**src/rtl/time_surface_scanner_pkg.sv**
```systemverilog
// Shared types and default dimensions for the time-surface read-side scanner.
package time_surface_pkg;

  localparam int GRID_SIZE_DEF    = 32;
  localparam int NUM_CELLS        = GRID_SIZE_DEF * GRID_SIZE_DEF;
  localparam int ADDR_BITS_DEF    = 10;
  localparam int VALUE_BITS_DEF   = 8;
  localparam int READ_LATENCY_DEF = 2;

  typedef enum logic [1:0] {
    IDLE  = 2'd0,
    SCAN  = 2'd1,
    DRAIN = 2'd2,
    DONE  = 2'd3
  } scan_state_t;

  // One buffered feature beat: surface value, its cell index, end-of-frame flag.
  typedef struct packed {
    logic [VALUE_BITS_DEF-1:0] value;
    logic [ADDR_BITS_DEF-1:0]  addr;
    logic                      last;
  } feat_beat_t;

endpackage

```
**src/rtl/time_surface_scanner_if.sv**
```systemverilog
// Valid/ready feature stream from the scanner to the classifier front end.
interface time_surface_scanner_if
  import time_surface_pkg::*;
#(
  parameter int VALUE_BITS = VALUE_BITS_DEF,
  parameter int ADDR_BITS  = ADDR_BITS_DEF
);
  logic                  feat_valid;
  logic                  feat_ready;
  logic [VALUE_BITS-1:0] feat_data;
  logic [ADDR_BITS-1:0]  feat_addr;
  logic                  feat_last;

  modport master (output feat_valid, feat_data, feat_addr, feat_last, input feat_ready);
  modport slave  (input feat_valid, feat_data, feat_addr, feat_last, output feat_ready);
endinterface

```
**src/rtl/time_surface_scanner_fifo.sv**
```systemverilog
// First-word-fall-through synchronous FIFO with occupancy count.
// Head data reads as zero while empty so the stream outputs are clean after reset.
module ts_scan_fifo #(
  parameter int DEPTH = 4,
  parameter int WIDTH = 8,
  parameter int CNT_W = $clog2(DEPTH + 1)
) (
  input  logic             clk,
  input  logic             rst_n,
  input  logic             wr_en,
  input  logic [WIDTH-1:0] wr_data,
  input  logic             rd_en,
  output logic [WIDTH-1:0] rd_data,
  output logic [CNT_W-1:0] count,
  output logic             empty
);
  localparam int PTR_W = (DEPTH > 1) ? $clog2(DEPTH) : 1;
  localparam logic [PTR_W-1:0] PTR_LAST = PTR_W'(DEPTH - 1);

  logic [WIDTH-1:0] mem_q [DEPTH];
  logic [PTR_W-1:0] wr_ptr_q, wr_ptr_d, rd_ptr_q, rd_ptr_d;
  logic [CNT_W-1:0] count_q, count_d;
  logic             do_wr, do_rd;

  assign do_wr   = wr_en && (count_q != CNT_W'(DEPTH));
  assign do_rd   = rd_en && (count_q != '0);
  assign empty   = (count_q == '0);
  assign count   = count_q;
  assign rd_data = empty ? '0 : mem_q[rd_ptr_q];

  // Pointer wrap and occupancy bookkeeping.
  always_comb begin
    wr_ptr_d = wr_ptr_q;
    rd_ptr_d = rd_ptr_q;
    count_d  = count_q;
    if (do_wr) wr_ptr_d = (wr_ptr_q == PTR_LAST) ? '0 : wr_ptr_q + 1'b1;
    if (do_rd) rd_ptr_d = (rd_ptr_q == PTR_LAST) ? '0 : rd_ptr_q + 1'b1;
    if (do_wr && !do_rd)      count_d = count_q + 1'b1;
    else if (!do_wr && do_rd) count_d = count_q - 1'b1;
  end

  // Control state; cleared by reset so the FIFO starts empty.
  always_ff @(posedge clk or negedge rst_n) begin
    if (!rst_n) begin
      wr_ptr_q <= '0;
      rd_ptr_q <= '0;
      count_q  <= '0;
    end else begin
      wr_ptr_q <= wr_ptr_d;
      rd_ptr_q <= rd_ptr_d;
      count_q  <= count_d;
    end
  end

  // Storage array; contents are only observed through a non-empty head.
  always_ff @(posedge clk) begin
    if (do_wr) mem_q[wr_ptr_q] <= wr_data;
  end

endmodule

```
**src/rtl/time_surface_scanner.sv**
```systemverilog
// Raster-order read master for the time-surface store. Reads are only issued
// while buffered plus in-flight beats leave room in the output FIFO, so no
// returned value is ever dropped under backpressure.
module time_surface_scanner
  import time_surface_pkg::*;
#(
  parameter int GRID_SIZE     = GRID_SIZE_DEF,
  parameter int ADDR_BITS     = ADDR_BITS_DEF,
  parameter int VALUE_BITS    = VALUE_BITS_DEF,
  parameter int READ_LATENCY  = READ_LATENCY_DEF,
  parameter int FIFO_DEPTH    = 4,
  parameter int ACTIVE_THRESH = 128
) (
  input  logic                            clk,
  input  logic                            rst_n,
  input  logic                            scan_start,
  output logic                            scan_busy,
  output logic                            scan_done,
  output logic                            read_enable,
  output logic [ADDR_BITS-1:0]            read_addr,
  input  logic [VALUE_BITS-1:0]           read_value,
  time_surface_scanner_if.master          feat,
  output logic [VALUE_BITS+ADDR_BITS-1:0] frame_sum,
  output logic [VALUE_BITS-1:0]           frame_max,
  output logic [ADDR_BITS:0]              frame_active
);
  localparam int CELLS = GRID_SIZE * GRID_SIZE;
  localparam int SUM_W = VALUE_BITS + ADDR_BITS;
  localparam int CNT_W = $clog2(FIFO_DEPTH + 1);
  localparam int INF_W = $clog2(READ_LATENCY + 1);
  localparam logic [ADDR_BITS-1:0]  LAST_ADDR = ADDR_BITS'(CELLS - 1);
  localparam logic [VALUE_BITS-1:0] THRESH    = VALUE_BITS'(ACTIVE_THRESH);

  scan_state_t             state_q, state_d;
  logic [ADDR_BITS-1:0]    cnt_q, cnt_d;
  logic [READ_LATENCY-1:0] tag_vld_q, tag_vld_d;
  logic [ADDR_BITS-1:0]    tag_addr_q [READ_LATENCY];
  logic [ADDR_BITS-1:0]    tag_addr_d [READ_LATENCY];
  logic [SUM_W-1:0]        sum_q, sum_d, fsum_q, fsum_d;
  logic [VALUE_BITS-1:0]   max_q, max_d, fmax_q, fmax_d;
  logic [ADDR_BITS:0]      act_q, act_d, fact_q, fact_d;

  logic [CNT_W-1:0]     fifo_count;
  logic [INF_W-1:0]     inflight;
  logic                 fifo_empty, issue, ret, pop;
  logic [ADDR_BITS-1:0] ret_addr;
  feat_beat_t           wr_beat, rd_beat;

  assign ret      = tag_vld_q[READ_LATENCY-1];
  assign ret_addr = tag_addr_q[READ_LATENCY-1];
  assign issue    = (state_q == SCAN) &&
                    ((32'(fifo_count) + 32'(inflight)) < 32'(FIFO_DEPTH));

  assign wr_beat.value = read_value;
  assign wr_beat.addr  = ret_addr;
  assign wr_beat.last  = (ret_addr == LAST_ADDR);

  ts_scan_fifo #(
    .DEPTH (FIFO_DEPTH),
    .WIDTH ($bits(feat_beat_t)),
    .CNT_W (CNT_W)
  ) u_fifo (
    .clk     (clk),
    .rst_n   (rst_n),
    .wr_en   (ret),
    .wr_data (wr_beat),
    .rd_en   (pop),
    .rd_data (rd_beat),
    .count   (fifo_count),
    .empty   (fifo_empty)
  );

  assign feat.feat_valid = !fifo_empty;
  assign feat.feat_data  = rd_beat.value;
  assign feat.feat_addr  = rd_beat.addr;
  assign feat.feat_last  = rd_beat.last;
  assign pop             = !fifo_empty && feat.feat_ready;

  // Store pipeline keeps advancing through SCAN and DRAIN; idle cycles hold the address.
  assign read_enable  = (state_q == SCAN) || (state_q == DRAIN);
  assign read_addr    = cnt_q;
  assign scan_busy    = (state_q == SCAN) || (state_q == DRAIN);
  assign scan_done    = (state_q == DONE);
  assign frame_sum    = fsum_q;
  assign frame_max    = fmax_q;
  assign frame_active = fact_q;

  // Count issued reads still travelling through the store.
  always_comb begin
    inflight = '0;
    for (int i = 0; i < READ_LATENCY; i++) inflight = inflight + INF_W'(tag_vld_q[i]);
  end

  // Tag shift register mirrors the store latency; only issued slots carry data.
  always_comb begin
    tag_vld_d[0]  = issue;
    tag_addr_d[0] = cnt_q;
    for (int i = 1; i < READ_LATENCY; i++) begin
      tag_vld_d[i]  = tag_vld_q[i-1];
      tag_addr_d[i] = tag_addr_q[i-1];
    end
  end

  // Sweep control and per-frame statistics.
  always_comb begin
    state_d = state_q;
    cnt_d   = cnt_q;
    sum_d   = sum_q;
    max_d   = max_q;
    act_d   = act_q;
    fsum_d  = fsum_q;
    fmax_d  = fmax_q;
    fact_d  = fact_q;
    if (ret) begin
      sum_d = sum_q + SUM_W'(read_value);
      if (read_value > max_q) max_d = read_value;
      if (read_value >= THRESH) act_d = act_q + 1'b1;
    end
    case (state_q)
      IDLE: if (scan_start) begin
        state_d = SCAN;
        cnt_d   = '0;
        sum_d   = '0;
        max_d   = '0;
        act_d   = '0;
      end
      // The final cell is detected by compare; the counter parks on it for DRAIN.
      SCAN: if (issue) begin
        if (cnt_q == LAST_ADDR) state_d = DRAIN;
        else                    cnt_d   = cnt_q + 1'b1;
      end
      // With nothing in flight and the FIFO empty the accumulators are final.
      DRAIN: if ((inflight == '0) && fifo_empty) begin
        state_d = DONE;
        fsum_d  = sum_q;
        fmax_d  = max_q;
        fact_d  = act_q;
      end
      default: state_d = IDLE;
    endcase
  end

  // All scanner state; reset abandons any frame in progress.
  always_ff @(posedge clk or negedge rst_n) begin
    if (!rst_n) begin
      state_q   <= IDLE;
      cnt_q     <= '0;
      tag_vld_q <= '0;
      for (int i = 0; i < READ_LATENCY; i++) tag_addr_q[i] <= '0;
      sum_q     <= '0;
      max_q     <= '0;
      act_q     <= '0;
      fsum_q    <= '0;
      fmax_q    <= '0;
      fact_q    <= '0;
    end else begin
      state_q    <= state_d;
      cnt_q      <= cnt_d;
      tag_vld_q  <= tag_vld_d;
      tag_addr_q <= tag_addr_d;
      sum_q      <= sum_d;
      max_q      <= max_d;
      act_q      <= act_d;
      fsum_q     <= fsum_d;
      fmax_q     <= fmax_d;
      fact_q     <= fact_d;
    end
  end

endmodule

```
**src/flat_wrapper.sv**
```systemverilog
// flat-port wrapper written by rule: the top's interface ports become plain ports
module time_surface_scanner_flat import time_surface_pkg::*;
#(
  parameter int GRID_SIZE     = GRID_SIZE_DEF,
  parameter int ADDR_BITS     = ADDR_BITS_DEF,
  parameter int VALUE_BITS    = VALUE_BITS_DEF,
  parameter int READ_LATENCY  = READ_LATENCY_DEF,
  parameter int FIFO_DEPTH    = 4,
  parameter int ACTIVE_THRESH = 128
)
  (clk, rst_n, scan_start, scan_busy, scan_done, read_enable, read_addr, read_value, frame_sum, frame_max, frame_active, feat_feat_valid, feat_feat_data, feat_feat_addr, feat_feat_last, feat_feat_ready);
  time_surface_scanner_if #(.VALUE_BITS(VALUE_BITS), .ADDR_BITS(ADDR_BITS)) feat_i ();
  input  logic clk;
  input  logic rst_n;
  input  logic scan_start;
  output logic scan_busy;
  output logic scan_done;
  output logic read_enable;
  output logic [ADDR_BITS-1:0] read_addr;
  input  logic [VALUE_BITS-1:0] read_value;
  output logic [VALUE_BITS+ADDR_BITS-1:0] frame_sum;
  output logic [VALUE_BITS-1:0] frame_max;
  output logic [ADDR_BITS:0] frame_active;
  output wire logic [$bits(feat_i.feat_valid)-1:0] feat_feat_valid;
  output wire logic [$bits(feat_i.feat_data)-1:0] feat_feat_data;
  output wire logic [$bits(feat_i.feat_addr)-1:0] feat_feat_addr;
  output wire logic [$bits(feat_i.feat_last)-1:0] feat_feat_last;
  input wire logic [$bits(feat_i.feat_ready)-1:0] feat_feat_ready;
  assign feat_feat_valid = feat_i.feat_valid;
  assign feat_feat_data = feat_i.feat_data;
  assign feat_feat_addr = feat_i.feat_addr;
  assign feat_feat_last = feat_i.feat_last;
  assign feat_i.feat_ready = feat_feat_ready;
  time_surface_scanner #(.GRID_SIZE(GRID_SIZE), .ADDR_BITS(ADDR_BITS), .VALUE_BITS(VALUE_BITS), .READ_LATENCY(READ_LATENCY), .FIFO_DEPTH(FIFO_DEPTH), .ACTIVE_THRESH(ACTIVE_THRESH)) u_core (.clk(clk), .rst_n(rst_n), .scan_start(scan_start), .scan_busy(scan_busy), .scan_done(scan_done), .read_enable(read_enable), .read_addr(read_addr), .read_value(read_value), .feat(feat_i), .frame_sum(frame_sum), .frame_max(frame_max), .frame_active(frame_active));
endmodule
```
**config.mk**
```make
export PLATFORM = sky130hd
export DESIGN_NAME = time_surface_scanner_flat
export DESIGN_NICKNAME = d
export VERILOG_FILES = /design/src/rtl/time_surface_scanner_pkg.sv /design/src/rtl/time_surface_scanner_if.sv /design/src/rtl/time_surface_scanner_fifo.sv /design/src/rtl/time_surface_scanner.sv /design/src/flat_wrapper.sv
export SDC_FILE = /design/constraint.sdc
export NUM_CORES = 1
export LEC_CHECK = 0
export BUFFER_PORTS_ARGS = -buffer_cell sky130_fd_sc_hd__buf_2
export CELL_PAD_IN_SITES_DETAIL_PLACEMENT = 1
export CELL_PAD_IN_SITES_GLOBAL_PLACEMENT = 2
export CORE_MARGIN = 2
export CORE_UTILIZATION = 43
export CTS_BUF_LIST = sky130_fd_sc_hd__clkbuf_8
export DETAILED_ROUTE_END_ITERATION = 6
export GPL_TIMING_DRIVEN = 0
export PLACE_DENSITY_LB_ADDON = 0.1
export SYNTH_ARGS = -nofsm -noshare
export SYNTH_HDL_FRONTEND = slang
export SYNTH_SLANG_ARGS = --single-unit
export TNS_END_PERCENT = 10
```
**constraint.sdc**
```tcl
create_clock -name clk -period 3.1 [get_ports clk]
set_input_delay 0 -clock clk [delete_from_list [all_inputs] [get_ports clk]]
set_output_delay 0 -clock clk [all_outputs]
set_load 0.005 [all_outputs]
```
==> results of run 1 <==
==> registers in the layout (all words and copies together) (netlist names) <==
name                    count
u_core.u_fifo.mem_q        76
u_core.frame_sum           18
u_core.sum_q               18
u_core.act_q               11
u_core.frame_active        11
u_core.read_addr           10
u_core.ret_addr            10
u_core.tag_addr_d          10
u_core.frame_max            8
u_core.max_q                8
u_core.u_fifo.count         3
u_core.state_q              2
u_core.tag_vld_q            2
u_core.u_fifo.rd_ptr_q      2
u_core.u_fifo.wr_ptr_q      2
==> metal layers <==
metal  part of all wire  vias up  track usage
met3              0.034       26      0.03599
met2               0.50      109       0.3409
met5                  0        -            0
met1               0.45     2766       0.2670
li1                   -     2505            -
met4              0.016        0      0.06502
==> metrics by stage <==
step	hold WS (ns)	worst slack (ns)	util	power, mW
CTS	0.05220	0.2812	0.5041	8.352
floorplan	-0.2956	0.9415	-	5.548
detailed placement	-0.07709	0.3170	0.4754	6.562
global placement	0.3325	0.4340	0.4736	6.370
finish	0.08146	0.3384	0.5041	8.246
global route	0.05791	0.07890	0.5041	8.834
==> cell type report <==
| type | count | area, sq um | share of cell area |
|---|---|---|---|
| Inverter | 19 | 71.32 | 0.007317 |
| Tap cell | 265 | 331.6 | 0.03402 |
| Clock inverter | 15 | 191.4 | 0.01964 |
| Clock buffer | 17 | 234.0 | 0.02401 |
| Timing Repair Buffer | 94 | 569.3 | 0.05841 |
| Multi-Input combinational cell | 389 | 3012 | 0.3090 |
| Buffer | 31 | 177.7 | 0.01823 |
| Sequential cell | 191 | 5160 | 0.5294 |
==> cell usage in the layout, fill, tap and decap left out, types with 20 or more instances in the layout <==
master    instances
buf_2            87
dfrtp_1         115
nand2_1          41
xor2_1           20
nor2_1           34
edfxtp_1         76
and2_1           27
a21oi_1          28
mux2_2           31
ha_1             31
nand3_1          29
o21ai_0          34
==> final timing paths <==
kind / startpoint / to / slack (ns) / cells after the start
min reg2reg: u_core.tag_addr_d[9]$_DFF_PN0_ / u_core.ret_addr[9]$_DFF_PN0_ / 0.36 / 0
min in group clk: u_core.tag_addr_d[9]$_DFF_PN0_ / u_core.ret_addr[9]$_DFF_PN0_ / 0.36 / 0
min: rst_n / u_core.frame_max[1]$_DFFE_PN0P_ / 0.08 / 3
max: u_core.tag_vld_q[1]$_DFF_PN0_ / u_core.u_fifo.mem_q[1][16]$_DFFE_PP_ / 0.34 / 4
max reg2reg: u_core.tag_vld_q[1]$_DFF_PN0_ / u_core.u_fifo.mem_q[1][16]$_DFFE_PP_ / 0.34 / 4
max in group asynchronous: rst_n / u_core.act_q[2]$_DFF_PN0_ / 2.56 / 3
==> logic make-up after synthesis <==
family | count (synthesis) | share of synthesized area
simple gates | 182 | 0.1135
xor+xnor | 23 | 0.02392
buf+inv | 50 | 0.02957
fa+ha+maj | 33 | 0.05082
flops | 191 | 0.6128
compound gates | 94 | 0.06820
mux | 57 | 0.1012
==> power breakdown <==
group	switching (mW)	internal (mW)
Sequential	0.436	3.30
Combinational	1.51	1.24
Clock	0.992	0.762
Total	2.94	5.31
==> worst min-delay path: stages <==
cell,delay (ns)
dlygate4sd3_1,0.55
buf_6,0.16
buf_12,0.21
==> what timing repair did <==
| action | CTS | global route |
|---|---|---|
| setup endpoints to repair | 0 | 0 |
| hold endpoints to repair | 159 | 0 |
| hold buffers | 12 | 0 |
| buffers inserted | 0 | 0 |
==> metrics, run 1 <==
final max-slew violation count=0; routed via count=~5400; die height=143.9 um; Die W=143.9 um; Clk Tree Root Cell=clkbuf_8; via-per-instance ratio=5.295; f_max=0.3621 GHz; first-pass GRT wire length=about 32 mm; startpoint types=flop; DP Wirelength=13.45 mm; # IOs=just over 80; final instance count without filler cells=a little over 1000; worst skew pair latency=between 0.4 and 0.5 ns; routed wire length=around 20 mm; main flop type after synthesis=dfrtp_1; Area contributors post-synth=dfrtp_1, edfxtp_1, mux4_2, ha_1, mux2_2; setup repair after global routing missed its margin=no; number of H-tree levels=4; number of global-route vias before repair=5984; post-layout min period=~2.8 ns; Max Cap Viol=0; syn_nets=approximately 680; cts repair resizes=0; initial core utilization=0.4355; Worst EP arrival=2.85 ns; drt initial violations=210; fillcell total=between 2000 and 2500; area of the core=around 19000 sq um; Worst Clk Skew=about 0.022 ns; Leak=about 4.3 nW; CTS Buf Count=17; Mean Syn Cell Area=about 13 sq um; CP Capture Type=flop; Seq/Total Area, Yosys=0.6128; clock sinks=191; initial antenna violation count=0; Inserted Diodes=0; layout cells sized above 1=0.2606; worst path bufs/invs=2; Antenna Violating Nets Remaining=0; Yosys reg bits=around 190; YS warnings=0; Nets=between 700 and 800; status=complete, no violations; Overall Global Routing Usage=0.2023; largest net degree at the start of global routing=slightly below 90; post-synthesis cell type count=between 50 and 60; crit path max fanout=19; peak supply drop=~0.0004 V; drt drc=0; fin crit share=0.8908; Setup violations, final=0; Area after DPL=9191 sq um; slowest cell on the critical path=and2_1; cell area after layout=between 9000 and 10000 sq um; CTS clk-pin slew, worst paths=between 0.1 and 0.15 ns; full die area=20720 sq um; crit path kind=flop to flop; gr ovfl total=0; top cells by count, synth=dfrtp_1, edfxtp_1, nand2_1; Final Hold Vio Count=0; Post-synth EDFFs=76; Hold WC Path Type=primary input to asynchronous set/reset pin; Pre-antenna DRT Iters=4; Setup TNS Final=0 ns; Required @ worst endpoint=3.19 ns; worst path cell trace=buf_4, clkinv_1, a21oi_1, and2_1; CP max stage delay=0.94 ns; count leader, synth=dfrtp_1; post-synthesis cell area=between 8000 and 9000 sq um; Slew @ Worst Pin=around 1.1 ns; Rows=51; CTS tree=built; worst rel slew slack=0.2700; I/O Buffers=81; GPL Wtd Cong=0.8012; placed insts=about 1000; CP delay by family, top=simple AND/OR/NAND/NOR gates; Synth area leader=dfrtp_1; PD cells=roughly 850 nW/um^2; post-DR wirelength/cell=19.18 um; post-synthesis cell count=630; clock buffer depth=2; Layout area overhead=15.75%; Synth async-reset ratio=0.6021; post-synth top area share=0.3418
No activity file was read; power rests on OpenSTA's default activity.
==> run 2, diff against run 1 <==
--- a/config.mk
+++ b/config.mk
@@ -5,13 +5,13 @@
 export SDC_FILE = /design/constraint.sdc
 export NUM_CORES = 1
 export LEC_CHECK = 0
-export BUFFER_PORTS_ARGS = -buffer_cell sky130_fd_sc_hd__buf_2
 export CELL_PAD_IN_SITES_DETAIL_PLACEMENT = 1
 export CELL_PAD_IN_SITES_GLOBAL_PLACEMENT = 2
 export CORE_MARGIN = 2
-export CORE_UTILIZATION = 43
+export CORE_UTILIZATION = 30
 export CTS_BUF_LIST = sky130_fd_sc_hd__clkbuf_8
 export DETAILED_ROUTE_END_ITERATION = 6
+export DONT_BUFFER_PORTS = 1
 export GPL_TIMING_DRIVEN = 0
 export PLACE_DENSITY_LB_ADDON = 0.1
 export SYNTH_ARGS = -nofsm -noshare
==> run 2 against run 1 <==
Against the previous run: wire length rose by 3.4%; power fell by 3.3%; largest power group unchanged; first-iteration DRC count fell by 5.7%; via count fell by 7.8%; worst setup slack got worse by 0.034 ns; sequential power barely moved; clock power barely moved; global-route usage fell by 5.7 points; design area fell by 2.9%; critical path depth did not move; highest routed layer unchanged.
==> metrics, run 2 (synthesis gave the netlist of run 1 again) <==
multi-input logic area=3014 sq um (about the same); die height=171.5 um (+19%); largest net degree at the start of global routing=116 (+30%); Worst EP arrival=2.89 ns (+0.04 ns); full die area=29420 sq um (+42%); gr ovfl total=0 (unchanged); clock sinks=191 (unchanged); Rows=61 (+20%); CP max stage delay=0.94 ns (about the same); Pre-antenna DRT Iters=4 (unchanged); Setup violations, final=0 (unchanged); crit path max fanout=19 (unchanged); startpoint types=flop; routed wire length=20.25 mm (+3.4%); Inserted Diodes=0 (unchanged); Final Hold Vio Count=0 (unchanged); post-layout min period=2.796 ns (+0.03417 ns); Worst Clk Skew=0.02195 ns (+0.0001959 ns); # IOs=82 (unchanged); f_max=0.3577 GHz (-1.2%); layout cells sized above 1=0.1736 (-0.08699); final max-slew violation count=0 (unchanged); number of global-route vias before repair=5525 (-7.7%); DP Wirelength=13.53 mm (+0.63%); Setup TNS Final=0 ns (unchanged); Clk Tree Root Cell=clkbuf_8; fillcell total=2945 (+45%); drt initial violations=198 (-5.7%); routed via count=4983 (-7.8%); worst skew pair latency=0.48 ns (about the same); CTS Buf Count=17 (unchanged); status=complete, no violations; hold_ws=0.04063 ns (-0.04083 ns); first-pass GRT wire length=32.20 mm (+1.9%); fin crit share=0.9019 (+0.01102); register area=5160 sq um (unchanged); peak supply drop=0.0002415 V (-38%); I/O Buffers=0 (-100%); via-per-instance ratio=4.737 (-11%); Reg with most FFs=u_core.u_fifo.mem_q; Slew @ Worst Pin=1.083 ns (-0.01229 ns); initial antenna violation count=0 (unchanged); most common cell after layout, fill and taps aside=dfrtp_1; Antenna Violating Nets Remaining=0 (unchanged); post-CTS setup buffers=0 (unchanged); drt drc=0 (unchanged); PD cells=841.8 nW/um^2 (-0.49%); CTS tree=built; initial core utilization=0.3039 (-0.1316); Nets=706 (-10%); worst rel slew slack=0.2782 (+0.008193); CTS clk-pin slew, worst paths=0.10 ns (about the same); number of H-tree levels=4 (unchanged); most frequent cells in the layout=dfrtp_1, edfxtp_1, nand2_1; Layout area overhead=12.44%; crit path kind=flop to flop; Overall Global Routing Usage=0.1454 (-0.05690); max FFs per register=76 (unchanged); Leak=3.874 nW (-9.4%); setup repair after global routing missed its margin=no; slowest cell on the critical path=and2_1; CP Capture Type=flop; Hold WC Path Type=primary input to flop; Required @ worst endpoint=3.19 ns (about the same); area of the core=27710 sq um (+43%); GPL Wtd Cong=0.7440 (-7.1%); Final Power=7.970 mW (-3.3%); worst path cell trace=buf_4, clkinv_1, a21oi_1, and2_1; Max Cap Viol=0 (unchanged); Die W=171.5 um (+19%); clock buffer depth=2 (unchanged); post-DR wirelength/cell=19.25 um (+0.37%)
[run 2: changes by cell type in the layout (fill, tap and decap cells not counted)]
cell and change:
buf_2 -80, clkinv_8 +4, inv_12 +3, and2_1 -2, and2_2 +2, bufinv_16 -2
inv_6 -2, inv_8 -2, buf_12 -1, buf_6 -1, clkinvlp_2 -1
[run 2: what timing repair did]
action / in CTS / in global routing
hold endpoints to repair: 173 / 0
gates resized for setup: 0 / 2
hold buffers: 12 / 0
setup endpoints to repair: 0 / 4
[run 2: routing by layer]
metal	global-route usage	routed length [um]	share of wire
met1	0.1946	9485	0.47
met5	0	0	0
met4	0.05122	388	0.019
met2	0.2324	9529	0.47
met3	0.03244	849	0.042
[run 2: final timing paths]
kind,from,to,slack [ns],depth (start not counted)
setup / recovery,u_core.tag_vld_q[1]$_DFF_PN0_,u_core.u_fifo.mem_q[3][16]$_DFFE_PP_,0.30,4
min in group asynchronous,rst_n,u_core.state_q[0]$_DFFE_PN0P_,0.14,2
max in group asynchronous,rst_n,u_core.frame_active[6]$_DFFE_PN0P_,2.51,2
hold reg to reg,u_core.tag_addr_d[0]$_DFF_PN0_,u_core.ret_addr[0]$_DFF_PN0_,0.35,0
hold / removal,read_value[6],u_core.sum_q[6]$_DFF_PN0_,0.04,3
setup reg to reg,u_core.tag_vld_q[1]$_DFF_PN0_,u_core.u_fifo.mem_q[3][16]$_DFFE_PP_,0.30,4
[run 2: cell type report]
class / instances / share of cell area
inverter: 19 / 0.007533
buffer: 31 / 0.01877
tap: 378 / 0.04995
timing repair buffer: 12 / 0.01454
clock buffer: 17 / 0.02471
clock inverter: 15 / 0.02114
multi-input combinational: 389 / 0.3184
sequential: 191 / 0.5450
[run 2: critical path, delay by kind of cell, from the launching register on]
kind | cells | cell delay, ns
DFF | 1 | 0.36
and+or+nand+nor | 1 | 0.94
AOI/OAI and AO/OA | 1 | 0.59
buffers and inverters | 2 | 0.53
[run 2: where the power goes]
group	switching (mW)	internal (mW)	total [mW]
clock network	1.08	0.643	1.72
registers	0.445	3.30	3.74
logic	1.43	1.08	2.51
[run 2: stage by stage]
| stage | instance area (sq um) | worst slack, ns | utilization | instances |
|---|---|---|---|---|
| after CTS | 9465 | 0.1761 | 0.3416 | 1052 |
| after floorplan | 8421 | 0.9415 | - | 630 |
| final | 9468 | 0.3043 | 0.3417 | 1052 |
| after global routing | 9468 | 0.04145 | 0.3417 | 1052 |
| after global placement | 8894 | 0.2694 | 0.3210 | 1008 |
| after detailed placement | 8894 | 0.1948 | 0.3210 | 1008 |
